**src/rtl/mhp_pkg.sv**
```systemverilog
// Shared definitions for the frame-record memory path: default bus widths,
// requester indices and the arbiter state encoding.
package mhp_pkg;

    localparam int unsigned ADDR_W_DEF = 10;
    localparam int unsigned DATA_W_DEF = 8;

    typedef enum int unsigned {
        REQ_SCS  = 0,
        REQ_SET  = 1,
        REQ_SEND = 2
    } req_idx_e;

    typedef enum logic {
        IDLE = 1'b0,
        OWN  = 1'b1
    } arb_state_t;

endpackage

```
**src/rtl/bram_arbiter_rr_pick.sv**
```systemverilog
// Masked priority encoder: first set request at or after ptr, wrapping.
module rr_pick #(
    parameter int unsigned N_REQ = 3,
    parameter int unsigned IDX_W = $clog2(N_REQ)
) (
    input  logic [N_REQ-1:0] req,
    input  logic [IDX_W-1:0] ptr,
    output logic [N_REQ-1:0] gnt,
    output logic             vld
);

    int unsigned idx;

    always_comb begin
        gnt = '0;
        vld = 1'b0;
        idx = 0;
        for (int unsigned i = 0; i < N_REQ; i++) begin
            idx = 32'(ptr) + i;
            if (idx >= N_REQ) idx = idx - N_REQ;
            if (!vld && req[IDX_W'(idx)]) begin
                gnt[IDX_W'(idx)] = 1'b1;
                vld              = 1'b1;
            end
        end
    end

endmodule

```
**src/rtl/bram_arbiter.sv**
```systemverilog
// Single-port BRAM arbiter with registered req/grant ownership and per-requester
// read-valid. Define BRAM_ARBITER_RR_EN for round-robin; default is fixed priority.
module bram_arbiter
    import mhp_pkg::*;
#(
    parameter int unsigned N_REQ  = 3,
    parameter int unsigned ADDR_W = ADDR_W_DEF,
    parameter int unsigned DATA_W = DATA_W_DEF
) (
    input  logic                      i_clk,
    input  logic                      i_rst,
    input  logic [N_REQ-1:0]          i_req,
    input  logic [N_REQ-1:0]          i_acc,
    input  logic [N_REQ-1:0]          i_we,
    input  logic [N_REQ*ADDR_W-1:0]   i_addr,
    input  logic [N_REQ*DATA_W-1:0]   i_wdata,
    output logic [N_REQ-1:0]          o_gnt,
    output logic [N_REQ-1:0]          o_rvalid,
    output logic [DATA_W-1:0]         o_rdata,
    output logic                      o_busy,
    output logic                      o_mem_en,
    output logic                      o_mem_we,
    output logic [ADDR_W-1:0]         o_mem_addr,
    output logic [DATA_W-1:0]         o_mem_wdata,
    input  logic [DATA_W-1:0]         i_mem_rdata
);

    localparam int unsigned IDX_W = $clog2(N_REQ);

    arb_state_t       state_q, state_d;
    logic [IDX_W-1:0] owner_q, owner_d;
    logic [N_REQ-1:0] gnt_d;
    logic [N_REQ-1:0] win_oh;
    logic             win_vld;
    logic [IDX_W-1:0] win_idx;
    logic [IDX_W-1:0] pick_ptr;
    logic             acc_ok;
    logic             rd_pend_q;
    logic [IDX_W-1:0] rd_owner_q;

`ifdef BRAM_ARBITER_RR_EN
    localparam logic [IDX_W-1:0] LAST_IDX = IDX_W'(N_REQ - 1);
    logic [IDX_W-1:0] ptr_q, ptr_d;
    assign pick_ptr = ptr_q;
`else
    assign pick_ptr = '0;
`endif

    rr_pick #(
        .N_REQ (N_REQ),
        .IDX_W (IDX_W)
    ) u_pick (
        .req (i_req),
        .ptr (pick_ptr),
        .gnt (win_oh),
        .vld (win_vld)
    );

    always_comb begin
        win_idx = '0;
        for (int unsigned k = 0; k < N_REQ; k++) begin
            if (win_oh[k]) win_idx = IDX_W'(k);
        end
    end

    // An access only counts while the owner still holds its request.
    assign acc_ok = (state_q == OWN) && i_req[owner_q] && i_acc[owner_q] && !i_rst;

    // State register and registered outputs
    always_ff @(posedge i_clk) begin
        if (i_rst) begin
            state_q    <= IDLE;
            owner_q    <= '0;
            o_gnt      <= '0;
            o_busy     <= 1'b0;
            rd_pend_q  <= 1'b0;
            rd_owner_q <= '0;
`ifdef BRAM_ARBITER_RR_EN
            ptr_q      <= '0;
`endif
        end else begin
            state_q    <= state_d;
            owner_q    <= owner_d;
            o_gnt      <= gnt_d;
            o_busy     <= (state_d == OWN);
            rd_pend_q  <= acc_ok && !i_we[owner_q];
            rd_owner_q <= owner_q;
`ifdef BRAM_ARBITER_RR_EN
            ptr_q      <= ptr_d;
`endif
        end
    end

    // Next state: arbitrate from IDLE or in the owner's release cycle
    always_comb begin
        state_d = state_q;
        owner_d = owner_q;
        gnt_d   = o_gnt;
`ifdef BRAM_ARBITER_RR_EN
        ptr_d   = ptr_q;
`endif
        if (state_q == IDLE || !i_req[owner_q]) begin
            if (win_vld) begin
                state_d = OWN;
                owner_d = win_idx;
                gnt_d   = win_oh;
`ifdef BRAM_ARBITER_RR_EN
                ptr_d   = (win_idx == LAST_IDX) ? '0 : win_idx + IDX_W'(1);
`endif
            end else begin
                state_d = IDLE;
                gnt_d   = '0;
            end
        end
    end

    // Memory port mux and read return
    always_comb begin
        o_mem_en    = 1'b0;
        o_mem_we    = 1'b0;
        o_mem_addr  = '0;
        o_mem_wdata = '0;
        o_rvalid    = '0;
        o_rdata     = '0;
        if (acc_ok) begin
            o_mem_en = 1'b1;
            o_mem_we = i_we[owner_q];
            for (int unsigned k = 0; k < N_REQ; k++) begin
                if (owner_q == IDX_W'(k)) begin
                    o_mem_addr  = i_addr[k*ADDR_W +: ADDR_W];
                    o_mem_wdata = i_wdata[k*DATA_W +: DATA_W];
                end
            end
        end
        if (rd_pend_q && !i_rst) begin
            o_rvalid[rd_owner_q] = 1'b1;
            o_rdata              = i_mem_rdata;
        end
    end

    gnt_onehot_a: assert property (@(posedge i_clk) disable iff (i_rst) $onehot0(o_gnt));

endmodule

```
**config.mk**
```make
export PLATFORM = sky130hd
export DESIGN_NAME = bram_arbiter
export DESIGN_NICKNAME = d
export VERILOG_FILES = /design/src/rtl/mhp_pkg.sv /design/src/rtl/bram_arbiter_rr_pick.sv /design/src/rtl/bram_arbiter.sv
export SDC_FILE = /design/constraint.sdc
export NUM_CORES = 1
export LEC_CHECK = 0
export ABC_AREA = 1
export CORE_AREA = 2 2 63 65
export DETAILED_ROUTE_END_ITERATION = 7
export DIE_AREA = 0 0 65 67
export PLACE_DENSITY = 0.78
export SLEW_MARGIN = 40
export SYNTH_ARGS = -nofsm -noshare
export SYNTH_HDL_FRONTEND = slang
export SYNTH_SLANG_ARGS = --single-unit
```
**constraint.sdc**
```tcl
create_clock -name i_clk -period 2 [get_ports i_clk]
set_clock_uncertainty 0.2 [all_clocks]
set_input_delay 0.4 -clock i_clk [delete_from_list [all_inputs] [get_ports i_clk]]
set_output_delay 0.4 -clock i_clk [all_outputs]
set_load 0.02 [all_outputs]
```
Word-level counts from Yosys, hierarchy flattened:

Cells that the tools add are included.

* order comparisons: 3
* eq/ne operators: 2
* multiplexer cells: 30
* bitwise operators: 1
* reduce and logical (&&, ||, !) cells: 16

Operator list (count)
* 2-to-1 mux 10 bit: 4
* 2-to-1 mux 8 bit: 5
* 2-to-1 mux 1 bit: 12
* 2-to-1 mux 3 bit: 3
* logical AND 1 bit: 8
* binary-select mux 1 bit (select 2 bit): 3
* < comparator 2 x 3 -> 1 bit, second input constant: 2
* logical NOT 1 bit: 5
* 2-to-1 mux 2 bit: 2
* demux 1 bit (select 2 bit): 1
* == test 2 x 1 -> 1 bit, second input constant: 1
* == test 2 bit, second input constant: 1
* >= comparator 2 x 1 -> 1 bit, second input constant: 1
* logical NOT 2 bit: 1
* AND reduction 2 bit: 1
* logical OR 1 bit: 1
* inverter 1 bit: 1

* register bits after elaboration: 9
* bits of input ports: 73
* output and inout port bits: 35

Logic depth before layout (Yosys ltp):

* word-level depth: 9
* depth in mapped cells: 9
* depth with buffers taken out: 7

Cells and area by module:

A second synthesis with hierarchy kept.

* cells, all modules: 268
* area, all modules: 1492.7 um^2

By module, submodules not included
* bram_arbiter: times used 1, cells an instance 218, area each 1216.2 um^2
* rr_pick: times used 1, cells an instance 50, area each 276.5 um^2

Worst setup path before layout:

Ideal clock, no wire load.

* path kind: register to output
* start point: reg owner_q[1]
* end point: out o_mem_addr[2]
* arrival time: 1326 ps
* slack: 74 ps
* stages on the path, launching flop included: 10
* path buffers: 2
* cells stage by stage: dfxtp_1 -> nor2_2 -> buf_6 -> nand2_1 -> nand3_1 -> nand2_1 -> inv_2 -> nand2_4 -> buf_6 -> nor2_1

* word-level cells in the longest chain between the ends: 6

RTL lines
* start, declared: RTL line bram_arbiter.sv:31 `logic [IDX_W-1:0] owner_q, owner_d;`
* start signal, assigned: RTL line bram_arbiter.sv:83 `owner_q <= owner_d;`
* binary-select mux 1 bit (select 2 bit): RTL line bram_arbiter.sv:67 `assign acc_ok = (state_q == OWN) && i_req[owner_q] && i_acc[owner_q] && !i_rst;`
* 2-to-1 mux 1 bit (implied by the code): RTL line bram_arbiter.sv:67
* logical AND 1 bit (3 in a row): RTL line bram_arbiter.sv:67
* 2-to-1 mux 10 bit (*): RTL line bram_arbiter.sv:125 `if (acc_ok) begin`
* end, declared: RTL line bram_arbiter.sv:23 `output logic [ADDR_W-1:0] o_mem_addr,`

Every way passes the cells marked *; elsewhere a longest branch is shown, timed or not. The select of a mux whose other input is x is not followed.

Final worst setup path:

* start point: reg owner_q[0]
* end point: out o_mem_wdata[1]

* word-level cells in the longest chain between the ends: 6

RTL lines
* binary-select mux 1 bit (select 2 bit): RTL line bram_arbiter.sv:67
* 2-to-1 mux 1 bit (implied by the code): RTL line bram_arbiter.sv:67
* logical AND 1 bit (3 in a row): RTL line bram_arbiter.sv:67
* 2-to-1 mux 8 bit (*): RTL line bram_arbiter.sv:125
* end, declared: RTL line bram_arbiter.sv:24 `output logic [DATA_W-1:0] o_mem_wdata,`

Marked as above.

==> impl_metrics.toml <==
[clock_network]
clock-root-buffer = "clkbuf_8"
clkTransAtPathRegs_ns = 0.04
cts_buffers = 3
cts.sinks = 9
cts_tree = "built"
htree_levels = 1
clock_path_buffers = 2
worstSkewPairLatency_ns = 0.23

[yosys]
yosys.area.top_type_share = 0.2692
ys.flop_type = "dfxtp_1"
netlist_top_cells_count = "70 x nand2_1, 22 x nor2_1, 19 x a21oi_1"
avgSynthCellArea_um2 = 5.422
synth_edf_count = 0
synthMuxAreaShare = 0
ys_seq_area_frac = 0.1846
yosysTopAreaCell = "nand2_1"
syn-cell-area_um2 = 975.9
synth_compound_area_frac = 0.1026
ys_top_cells_by_area = "nand2_1 27%, dfxtp_1 18%, a21oi_1 9.7%"
ys_ff_latch = 9
ys.warnings.count = 0
synth_top_family_by_area = "simple AND/OR/NAND/NOR gates"
synthArstFlopShare = 0
synth_adder_area_share = 0
yosys.area_share.xor_xnor = 0
yosys.area_share.simple = 0.5705
yosysMostFrequentCell = "nand2_1"
synthCells = 180
ys_types = 19
synth_fp_nets = 253

[grt]
grt_usage = 0.1971
grt_max_degree = 19
grt_first_pass_wirelength_um = 6644
overflow = 0
first_global_vias = 1438
antenna_found_initial = 0

[placed_design]
post-place-cells = 346
dpl.hpwl_um = 3161
gp_congestion = 0.7797
place.port_buffers = 107

[floorplanning]
io_pins = 108
initial_core_util = 0.2706
die-height_um = 67
num_rows = 22
coreArea_um2 = 3606
dieArea_um2 = 4355
die_w_um = 65

[routing]
drc = 0
via_count = 1606
avgRoutedWirePerCell_um = 12.86
ant_nets = 0
drt-initial-drc-count = 51
vias_per_cell = 4.436
drt_wl_total_um = 4654
firstDrtPassIters = 4

[timing]
drv_slew = 0
min_period_ns = 2.053
worst_slew_pin_slew_ns = 0.2619
fmax_ghz = 0.4871
grt_setup_unrepaired = "yes"
post-route-period-util = 1.026
hold_violations = 0
relSlewSlack = 0.8254
setup_ws_ns = -0.05294
setup_viol = 19

[run_status]
violations = "setup timing"
outcome = "complete, but fails checks"

[final_layout]
fillers = 311
final_nets = 388
ff_latch_area_um2 = 187.7
final_layout_size_suffix_gt1_frac = 0.3439
antenna-diode-count = 0
layout-area-overhead-vs-synth_pct = 156.0
multi_input_area_um2 = 844.6
final_cells = 362

[worst_hold_path]
min_path_type = "reg2reg"
holdCritStartpoint = "o_gnt[0]"

[setup_path]
worstSetupStartpointType = "register"
critPathMaxFanout = 8
r2r_start = "owner_q[0]"
required_ns = 1.40
end_kind = "output port"
critical_path_class = "reg2out"
crit_top_cell = "buf_4"
startpoint = "owner_q[0]"
crit_arrival_ns = 1.45
slowest_delay_ns = 0.40
crit_chain = "buf_6 > nor2_4 > buf_12 > buf_4 > a21oi_1 > nor2_1 > buf_4"
slowest_stage = "dfxtp_4"

[pwr]
p_leak_nw = 1.210
ir_worst_vdd_mv = 0.4770
powerDensity_nw_per_um2 = 335.9
finalPower_uw = 839.3

[job]
maxCapViolations = 0
-- final cells by class --
type                            count  area share
Sequential cell                     9     0.07511
Clock buffer                        4     0.01803
Multi-Input combinational cell    148      0.3380
Timing Repair Buffer              134      0.5043
Tap cell                           48     0.02404
Inverter                           19     0.04056
-- metrics by stage --
stage | area, um^2 | setup WS, ns | setup TNS (ns) | hold slack [ns] | utilization
2_1_floorplan | 975.9 | 0.07414 | 0 | 0.2691 | -
3_3_place_gp | 2200 | -0.7070 | -19.09 | 0.2711 | 0.6100
3_5_place_dp | 2200 | -0.7208 | -19.58 | 0.2716 | 0.6100
4_1_cts | 2359 | -0.02660 | -0.1707 | 0.2854 | 0.6541
5_1_grt | 2499 | -0.1052 | -1.671 | 0.2984 | 0.6929
6_report | 2499 | -0.05294 | -0.5022 | 0.2786 | 0.6929
-- power by group --
group	switching (mW)	internal (mW)	total, mW
sequential	0.00968	0.187	0.197
clock	0.0663	0.138	0.205
combinational	0.196	0.242	0.438
total	0.272	0.568	0.839
-- kinds of logic (layout without fill, tap and decap cells) --
family / after synthesis / in the layout
AND/OR/NAND/NOR: 125 / 128
buffers and inverters: 26 / 157
AO/OA/AOI/OAI: 20 / 20
flip-flops: 9 / 9
-- cells in the final DEF, fill, tap and decap left out, drive strengths merged --
| cell type | count |
|---|---|
| clkinv | 2 |
| nand3 | 9 |
| a21oi | 19 |
| dlymetal6s2s | 1 |
| nor3 | 3 |
| o21ai | 1 |
| dlygate4sd1 | 1 |
| clkbuf | 5 |
| clkdlybuf4s50 | 68 |
| nor2 | 36 |
| nand2 | 77 |
| dfxtp | 9 |
| inv | 17 |
| nand4 | 3 |
| dlygate4sd2 | 8 |
| buf | 55 |
-- metal layers --
| metal | global-route usage | wire length, um | vias to the layer above | part of all wire |
|---|---|---|---|---|
| met5 | 0 | 0 | - | 0 |
| li1 | - | - | 829 | - |
| met2 | 0.4008 | 2529 | 59 | 0.54 |
| met3 | 0.04730 | 334 | 6 | 0.072 |
| met4 | 0.03989 | 48 | 0 | 0.010 |
| met1 | 0.2010 | 1741 | 712 | 0.37 |
-- final timing paths --
| check | end | slack, ns | depth (start not counted) |
|---|---|---|---|
| max | o_mem_wdata[1] | -0.05 | 7 |
| min | o_gnt[0] | 0.28 | 2 |
| max reg2reg | rd_pend_q | 0.44 | 9 |
| min reg2reg | o_gnt[0] | 0.28 | 2 |
-- state kept, by name (all words and copies together), names as in the netlist --
signal	cells
owner_q	2
o_gnt	3
state_q	1
rd_pend_q	1
rd_owner_q	2
-- critical path, delay by kind of cell (launching register included) --
family,cells,cell delay [ns]
AO/OA/AOI/OAI,1,0.17
buffers and inverters,4,0.54
flip-flops,1,0.40
AND/OR/NAND/NOR,2,0.11
-- repair_timing --
item | 4_1_cts | 5_1_grt
setup buffers | 3 | 6
pin swaps | 8 | 5
endpoints found under the setup margin | 31 | 31
cloned | 3 | 0
hold buffers | 0 | 0
resized for setup | 163 | 52
No activity file was read; power rests on OpenSTA's default activity.
